## src/rtl/dmem_port_arbiter_if.sv

```systemverilog
// rtl/dmem_port_arbiter_if.sv - requester and data-memory signal bundle for dmem_port_arbiter
interface dmem_port_arbiter_if;
  logic        if_req;
  logic [63:0] if_addr;
  logic        if_done;
  logic [63:0] if_rdata;
  logic        mem_rd;
  logic        mem_wr;
  logic [63:0] mem_addr;
  logic [63:0] mem_wdata;
  logic        mem_done;
  logic [63:0] mem_rdata;
  logic [63:0] dm_addr;
  logic [63:0] dm_wdata;
  logic        dm_read;
  logic        dm_write;
  logic [63:0] dm_rdata;
  logic        stall_if;
  logic        stall_mem;
  logic        busy;

  modport slave (
    input  if_req, if_addr, mem_rd, mem_wr, mem_addr, mem_wdata, dm_rdata,
    output if_done, if_rdata, mem_done, mem_rdata, dm_addr, dm_wdata,
    output dm_read, dm_write, stall_if, stall_mem, busy
  );

  modport master (
    output if_req, if_addr, mem_rd, mem_wr, mem_addr, mem_wdata, dm_rdata,
    input  if_done, if_rdata, mem_done, mem_rdata, dm_addr, dm_wdata,
    input  dm_read, dm_write, stall_if, stall_mem, busy
  );
endinterface

```

## src/rtl/dmem_port_arbiter.sv

```systemverilog
// rtl/dmem_port_arbiter.sv - shares one data memory port between IF fetch and MEM load/store
// MEM has priority; IF wins once it has lost STARVE_MAX consecutive arbitrations.
module dmem_port_arbiter #(
  parameter int LATENCY    = 1,
  parameter int STARVE_MAX = 3
) (
  input  logic                  clk,
  input  logic                  resetl,
  dmem_port_arbiter_if.slave    bus
);

  typedef enum logic [1:0] {IDLE, BUSY, RESP} state_t;

  state_t     state;
  logic       owner_mem;
  logic [3:0] cnt;
  logic [3:0] starve_cnt;
  logic       mem_req;
  logic       if_win;

  assign mem_req       = bus.mem_rd | bus.mem_wr;
  assign if_win        = bus.if_req & (~mem_req | (starve_cnt == 4'(STARVE_MAX)));
  assign bus.busy      = (state != IDLE);
  assign bus.stall_if  = bus.if_req & ~bus.if_done;
  assign bus.stall_mem = mem_req & ~bus.mem_done;

  always_ff @(posedge clk or negedge resetl) begin
    if (!resetl) begin
      state         <= IDLE;
      owner_mem     <= 1'b0;
      cnt           <= '0;
      starve_cnt    <= '0;
      bus.if_done   <= 1'b0;
      bus.mem_done  <= 1'b0;
      bus.if_rdata  <= '0;
      bus.mem_rdata <= '0;
      bus.dm_addr   <= '0;
      bus.dm_wdata  <= '0;
      bus.dm_read   <= 1'b0;
      bus.dm_write  <= 1'b0;
    end else begin
      bus.if_done  <= 1'b0;
      bus.mem_done <= 1'b0;
      unique case (state)
        IDLE: begin
          if (bus.if_req | mem_req) begin
            state     <= BUSY;
            cnt       <= 4'(LATENCY - 1);
            owner_mem <= ~if_win;
            if (if_win) begin
              bus.dm_addr  <= bus.if_addr;
              bus.dm_read  <= 1'b1;
              bus.dm_write <= 1'b0;
              starve_cnt   <= '0;
            end else begin
              // rd and wr together resolve to a write
              bus.dm_addr  <= bus.mem_addr;
              bus.dm_wdata <= bus.mem_wdata;
              bus.dm_write <= bus.mem_wr;
              bus.dm_read  <= ~bus.mem_wr;
              if (bus.if_req && (starve_cnt != 4'(STARVE_MAX)))
                starve_cnt <= starve_cnt + 4'd1;
            end
          end
        end
        BUSY: begin
          if (cnt == 4'd0) begin
            if (bus.dm_read) begin
              if (owner_mem) bus.mem_rdata <= bus.dm_rdata;
              else           bus.if_rdata  <= bus.dm_rdata;
            end
            bus.dm_read  <= 1'b0;
            bus.dm_write <= 1'b0;
            bus.if_done  <= ~owner_mem;
            bus.mem_done <= owner_mem;
            state        <= RESP;
          end else begin
            cnt <= cnt - 4'd1;
          end
        end
        RESP:    state <= IDLE;
        default: state <= IDLE;
      endcase
    end
  end

endmodule

```

## src/flat_wrapper.sv

```systemverilog
// flat-port wrapper written by rule: the top's interface ports become plain ports
module dmem_port_arbiter_flat 
#(
  parameter int LATENCY    = 1,
  parameter int STARVE_MAX = 3
)
  (clk, resetl, bus_if_req, bus_if_addr, bus_mem_rd, bus_mem_wr, bus_mem_addr, bus_mem_wdata, bus_dm_rdata, bus_if_done, bus_if_rdata, bus_mem_done, bus_mem_rdata, bus_dm_addr, bus_dm_wdata, bus_dm_read, bus_dm_write, bus_stall_if, bus_stall_mem, bus_busy);
  dmem_port_arbiter_if bus_i ();
  input  logic clk;
  input  logic resetl;
  input wire logic [$bits(bus_i.if_req)-1:0] bus_if_req;
  input wire logic [$bits(bus_i.if_addr)-1:0] bus_if_addr;
  input wire logic [$bits(bus_i.mem_rd)-1:0] bus_mem_rd;
  input wire logic [$bits(bus_i.mem_wr)-1:0] bus_mem_wr;
  input wire logic [$bits(bus_i.mem_addr)-1:0] bus_mem_addr;
  input wire logic [$bits(bus_i.mem_wdata)-1:0] bus_mem_wdata;
  input wire logic [$bits(bus_i.dm_rdata)-1:0] bus_dm_rdata;
  output wire logic [$bits(bus_i.if_done)-1:0] bus_if_done;
  output wire logic [$bits(bus_i.if_rdata)-1:0] bus_if_rdata;
  output wire logic [$bits(bus_i.mem_done)-1:0] bus_mem_done;
  output wire logic [$bits(bus_i.mem_rdata)-1:0] bus_mem_rdata;
  output wire logic [$bits(bus_i.dm_addr)-1:0] bus_dm_addr;
  output wire logic [$bits(bus_i.dm_wdata)-1:0] bus_dm_wdata;
  output wire logic [$bits(bus_i.dm_read)-1:0] bus_dm_read;
  output wire logic [$bits(bus_i.dm_write)-1:0] bus_dm_write;
  output wire logic [$bits(bus_i.stall_if)-1:0] bus_stall_if;
  output wire logic [$bits(bus_i.stall_mem)-1:0] bus_stall_mem;
  output wire logic [$bits(bus_i.busy)-1:0] bus_busy;
  assign bus_i.if_req = bus_if_req;
  assign bus_i.if_addr = bus_if_addr;
  assign bus_i.mem_rd = bus_mem_rd;
  assign bus_i.mem_wr = bus_mem_wr;
  assign bus_i.mem_addr = bus_mem_addr;
  assign bus_i.mem_wdata = bus_mem_wdata;
  assign bus_i.dm_rdata = bus_dm_rdata;
  assign bus_if_done = bus_i.if_done;
  assign bus_if_rdata = bus_i.if_rdata;
  assign bus_mem_done = bus_i.mem_done;
  assign bus_mem_rdata = bus_i.mem_rdata;
  assign bus_dm_addr = bus_i.dm_addr;
  assign bus_dm_wdata = bus_i.dm_wdata;
  assign bus_dm_read = bus_i.dm_read;
  assign bus_dm_write = bus_i.dm_write;
  assign bus_stall_if = bus_i.stall_if;
  assign bus_stall_mem = bus_i.stall_mem;
  assign bus_busy = bus_i.busy;
  dmem_port_arbiter #(.LATENCY(LATENCY), .STARVE_MAX(STARVE_MAX)) u_core (.clk(clk), .resetl(resetl), .bus(bus_i));
endmodule
```

## config.mk

```make
export PLATFORM = sky130hd
export DESIGN_NAME = dmem_port_arbiter_flat
export DESIGN_NICKNAME = d
export VERILOG_FILES = /design/src/rtl/dmem_port_arbiter_if.sv /design/src/rtl/dmem_port_arbiter.sv /design/src/flat_wrapper.sv
export SDC_FILE = /design/constraint.sdc
export NUM_CORES = 1
export LEC_CHECK = 0
export CAP_MARGIN = 25
export CORE_MARGIN = 2
export CORE_UTILIZATION = 29
export CTS_BUF_LIST = sky130_fd_sc_hd__clkbuf_4
export DETAILED_ROUTE_END_ITERATION = 6
export GPL_ROUTABILITY_DRIVEN = 0
export RECOVER_POWER = 50
export SYNTH_ARGS = -nofsm -noshare
export SYNTH_HDL_FRONTEND = slang
export SYNTH_SLANG_ARGS = --single-unit
```

## constraint.sdc

```tcl
create_clock -name clk -period 2.5 [get_ports clk]
set_input_delay 0.25 -clock clk [delete_from_list [all_inputs] [get_ports clk]]
set_output_delay 0.25 -clock clk [all_outputs]
set_load 0.005 [all_outputs]
```

# After elaboration in Yosys (flattened, before gate mapping)
# Index checks and enable logic that the tools add are counted.
word_totals:
  regBits: 271
  out_inout_bits: 263
op_classes:
  n_addsub: 2
  n_eq_ne: 6
  mux: 20
  n_bitwise: 12
  reduce_logical: 14
op_table:
  columns: ["operator", "count"]
  rows:
  - ["$mux W64", 1]
  - ["$mux W4", 4]
  - ["$reduce_and A3 Y1", 4]
  - ["$mux W1", 9]
  - ["$pmux W4 S2", 1]
  - ["$reduce_and A4 Y1", 2]
  - ["$not A1 Y1", 6]
  - ["$reduce_bool A2 Y1", 3]
  - ["$add A4 B1 Y4 const B", 1]
  - ["$eq A4 B2 Y1 const B", 1]
  - ["$logic_not A4 Y1", 1]
  - ["$mux W2", 2]
  - ["$ne A2 B1 Y1 const B", 2]
  - ["$ne A4 B2 Y1 const B", 1]
  - ["$pmux W1 S2", 2]
  - ["$pmux W2 S2", 1]
  - ["$reduce_and A2 Y1", 2]
  - ["$sub A4 B1 Y4 const B", 1]
  - ["$and A1 B1 Y1", 3]
  - ["$or A1 B1 Y1", 3]
  - ["$eq A2 B1 Y1 const B", 1]
  - ["$logic_not A2 Y1", 1]
  - ["$ne A2 B2 Y1 const B", 1]
  - ["$logic_and A1 B1 Y1", 1]

# Depth between registers and ports, before layout
logic_depth:
  depth_word: 7
  mapped_depth: 7

# Worst setup path before layout
# OpenSTA, ideal clock, no wires.
synth_path:
  kind: "flip-flop to flip-flop"
  start: "register u_core.cnt[0]"
  end: "register u_core.bus.mem_rdata[10]"
  setup_time_ns: 0.125
  arrival_time_ns: 1.704
  required_time_ns: 2.375
  path_slack_ns: 0.670
  path_stages_with_launch: 8
  n_path_buf: 2
  synth_period_minus_slack_ns: 1.830
  path_cell_list: "dfrtp_1 inv_1 ha_1 nor3b_2 and4_4 buf_6 buf_8 mux2_4"
synth_via:
  elab_chain_len: 2
synth_rtl:
  columns: ["item", "line_no", "source"]
  rows:
  - ["from (decl)", "dmem_port_arbiter.sv:16", "logic [3:0] cnt;"]
  - ["from (signal assigned)", "dmem_port_arbiter.sv:48", "cnt <= 4'(LATENCY - 1);"]
  - ["from (signal assigned)", "dmem_port_arbiter.sv:78", "cnt <= cnt - 4'd1;"]
  - ["$logic_not A4 Y1", "dmem_port_arbiter.sv:67", "if (cnt == 4'd0) begin"]
  - ["$reduce_and A4 Y1 (no source line)", null, null]
  - ["to (signal assigned)", "dmem_port_arbiter.sv:69", "if (owner_mem) bus.mem_rdata <= bus.dm_rdata;"]
  - ["to (decl)", "dmem_port_arbiter_if.sv:24", "output if_done, if_rdata, mem_done, mem_rdata, dm_addr, dm_wdata,"]
# No other way between the ends.
# A chain may end at the register's enable or synchronous reset.

# Final worst setup path
layout_path:
  start: "register u_core.state[1]"
  end: "output port bus_busy"
layout_via:
  elab_chain_len: 1
layout_rtl:
  columns: ["item", "line_no", "source"]
  rows:
  - ["from (decl)", "dmem_port_arbiter.sv:14", "state_t state;"]
  - ["from (signal assigned)", "dmem_port_arbiter.sv:29", "state <= IDLE;"]
  - ["from (signal assigned)", "dmem_port_arbiter.sv:47", "state <= BUSY;"]
  - ["from (signal assigned)", "dmem_port_arbiter.sv:76", "state <= RESP;"]
  - ["$reduce_bool A2 Y1", "dmem_port_arbiter.sv:23", "assign bus.busy = (state != IDLE);"]
  - ["to (decl)", "flat_wrapper.sv:28", "output wire logic [$bits(bus_i.busy)-1:0] bus_busy;"]
# No other way between the ends.

==> impl_metrics.env <==
export IMPL_layout_commonest_cell="clkdlybuf4s50_1"
export IMPL_p_comb_share_pct=42.8
export IMPL_wl_per_cell_um=19.4
export IMPL_status="finished clean"
export IMPL_cts_inserted_buffers=80
export IMPL_drc=0
export IMPL_required_ns=2.25
export IMPL_final_cell_mix="clkdlybuf4s50_1, dfrtp_1, mux2_1, clkbuf_4, dlygate4sd3_1"
export IMPL_die_area_um2=41500
export IMPL_cp_end_kind="primary output"
export IMPL_cts_max_level=3
export IMPL_final_cells=2007
export IMPL_cts_tree="done"
export IMPL_synth_top_area_cell="dfrtp_1"
export IMPL_seq_area_frac_synth_pct=58.7
export IMPL_post_route_util_pct=46.7
export IMPL_grt_setup_unrepaired="no"
export IMPL_die_w_um=204
export IMPL_yosys_top_cells_area="dfrtp_1, mux2_1, mux2_4"
export IMPL_area_growth_syn_to_layout_pct=59.7
export IMPL_peakVddDrop_uv=568
export IMPL_syn_cell_area_um2=11600
export IMPL_via_per_inst=4.77
export IMPL_p_sw_share_pct=30.6
export IMPL_die_y_um=204
export IMPL_drv_slew=0
export IMPL_pwr_share_clk_pct=20.5
export IMPL_synthFlopType="dfrtp_1"
export IMPL_pwr_share_seq_pct=36.7
export IMPL_p_sw_mw=6.51
export IMPL_power_density_nw_per_um2=1150
export IMPL_crit_type="reg2out"
export IMPL_clk_pin_slew_worst_paths_ns=0.07
export IMPL_dp_cells=1864
export IMPL_power_leakage_nw=7.62
export IMPL_cap_viol_max_count=0
export IMPL_antenna_found_initial=2
export IMPL_synth_nets=1124
export IMPL_vias=9580
export IMPL_slew_limit_headroom_pct=21.4
export IMPL_whs_ns=0.104
export IMPL_arrival_ns=2.04
export IMPL_dr_pass1_iters=5
export IMPL_clock_tree_buffer_depth=3
export IMPL_startpoint_type="register"
export IMPL_fin_nets=1694
export IMPL_grt_ovfl_total=0
export IMPL_tns_ns=0
export IMPL_synth_cells=860
export IMPL_drive_gt1_share_pct=15.2
export IMPL_hpwl_um=27300
export IMPL_path_max_fanout=7
export IMPL_synth_top_area_share_pct=58.7
export IMPL_ys_warn_count=0
export IMPL_fin_crit_sh_pct=91.5
export IMPL_tightestPinTransition_ns=1.18
export IMPL_start_util_pct=29.2
export IMPL_drt_total_wl_um=39000
export IMPL_pin_count=524
export IMPL_row_count=73
export IMPL_setup_viol=0
export IMPL_clk_latency_ns=0.72
export IMPL_core_um2=39500
export IMPL_finClkSkew_ns=0.0286
export IMPL_period_minus_slack_ns=2.29
export IMPL_synthArstFlopShare_pct=100
export IMPL_grt_pass1_vias=9977
export IMPL_synthDistinctLibCells=45
export IMPL_hp_class="in2reg"
export IMPL_cts_sinks=271
export IMPL_grt_pass1_wl_um=59400
export IMPL_grt_usage_pct=18.5
export IMPL_ys_seq_elements=271
export IMPL_final_antenna_net_count=0
export IMPL_drtIter0Drc=417
export IMPL_hold_viol_final=0
export IMPL_internal_power_mw=14.7
export IMPL_port_buffer_count=523
export IMPL_synth_edf_count=0
export IMPL_grt_max_degree=72
export IMPL_max_freq_mhz=437
export IMPL_synth_area_per_cell_um2=13.4
export IMPL_root_buffer="clkbuf_4"
-- sequential cells by signal, indices dropped and copies added, names as in the netlist, 2 cells and up --
signal,cells
u_core.state,2
u_core.bus.dm_wdata,64
u_core.bus.mem_rdata,64
u_core.bus.if_rdata,64
u_core.bus.dm_addr,64
u_core.cnt,4
u_core.starve_cnt,4
-- synthesized netlist by cell type (2+ instances only) --
cell      count
nand2_1       4
mux2i_1       2
buf_6         7
o21ai_0       4
clkbuf_1     40
inv_1         3
nor3_1        3
a31oi_1      64
nor2_1        4
nor4_1        2
buf_1        10
dfrtp_1     271
o21ai_1       2
or3b_1        2
buf_2        14
a22o_1        2
nor3b_2       2
mux2_4       60
a21oi_1      64
buf_4         3
ha_1          3
buf_8         6
nand3_1      70
o211ai_1     64
mux2_1      132
nor2b_1       3
-- repair_timing --
item                      4_1_cts  5_1_grt
setup buffers                   0        0
hold buffers                    9        0
hold endpoints to repair      277        0
gates resized for setup         0        0
-- worst max-delay path: stages, from the launching register on --
cell and delay [ns]:
dfrtp_1 0.48, nor2_4 0.08, inv_2 0.11, clkdlybuf4s50_1 0.65
-- layer usage --
metal / share of wire (%) / routed length [µm] / vias up / global-route usage (%)
met5: 0 / 0 / - / 0
met4: 2.6 / 1010 / 0 / 7.38
met3: 8.8 / 3430 / 70 / 6.44
met2: 49 / 19100 / 432 / 30.2
met1: 40 / 15400 / 4679 / 22.3
li1: - / - / 4399 / -
-- cell families (layout without fill, tap and decap cells) --
kind of cell | count (synthesis) | count (layout) | synth area share [%]
other cells | 0 | 4 | 0
mux | 194 | 194 | 20.8
flops | 271 | 271 | 58.7
buf+inv | 84 | 702 | 4.02
compound gates | 206 | 206 | 11.3
simple gates | 102 | 102 | 4.89
fa+ha+maj | 3 | 3 | 0.325
-- power by group through the flow --
stage	sequential, mW	combinational (mW)	clock (mW)
2_1_floorplan	7.93	3.43	0
3_3_place_gp	7.83	9.50	0
3_5_place_dp	7.90	9.60	0
4_1_cts	7.86	9.64	4.52
5_1_grt	8.09	9.77	4.76
6_report	7.79	9.08	4.36
-- final timing paths --
path | from | end | slack [ns] | cells past startpoint
setup / recovery | u_core.state[1] | bus_busy | 0.21 | 3
hold / removal | bus_mem_wdata[56] | u_core.bus.dm_wdata[56] | 0.10 | 2
setup reg to reg | u_core.cnt[0] | u_core.bus.mem_rdata[15] | 0.22 | 6
hold reg to reg | u_core.bus.if_rdata[61] | u_core.bus.if_rdata[61] | 0.48 | 1
max in group asynchronous | resetl | u_core.bus.dm_addr[16] | 0.32 | 4
min in group asynchronous | resetl | u_core.bus.mem_rdata[37] | 0.60 | 3
-- per-stage QoR --
step / power [mW] / cell area, µm² / worst slack (ns)
after floorplan: 11.4 / 11600 / 0.670
after global placement: 17.3 / 17400 / 0.170
after detailed placement: 17.5 / 17400 / 0.177
after CTS: 22.0 / 18500 / 0.0589
after global routing: 22.6 / 18500 / 0.00268
final: 21.2 / 18500 / 0.212
-- final cells by class --
class | instances | area, µm²
Clock buffer | 117 | 878
Clock inverter | 13 | 134
Multi-Input combinational cell | 505 | 4340
Tap cell | 525 | 657
Sequential cell | 271 | 6780
Fill cell | 3648 | 21100
Antenna cell | 4 | 10.0
Timing Repair Buffer | 568 | 5640
Inverter | 4 | 15.0
Power figures use the tool's default switching activity.
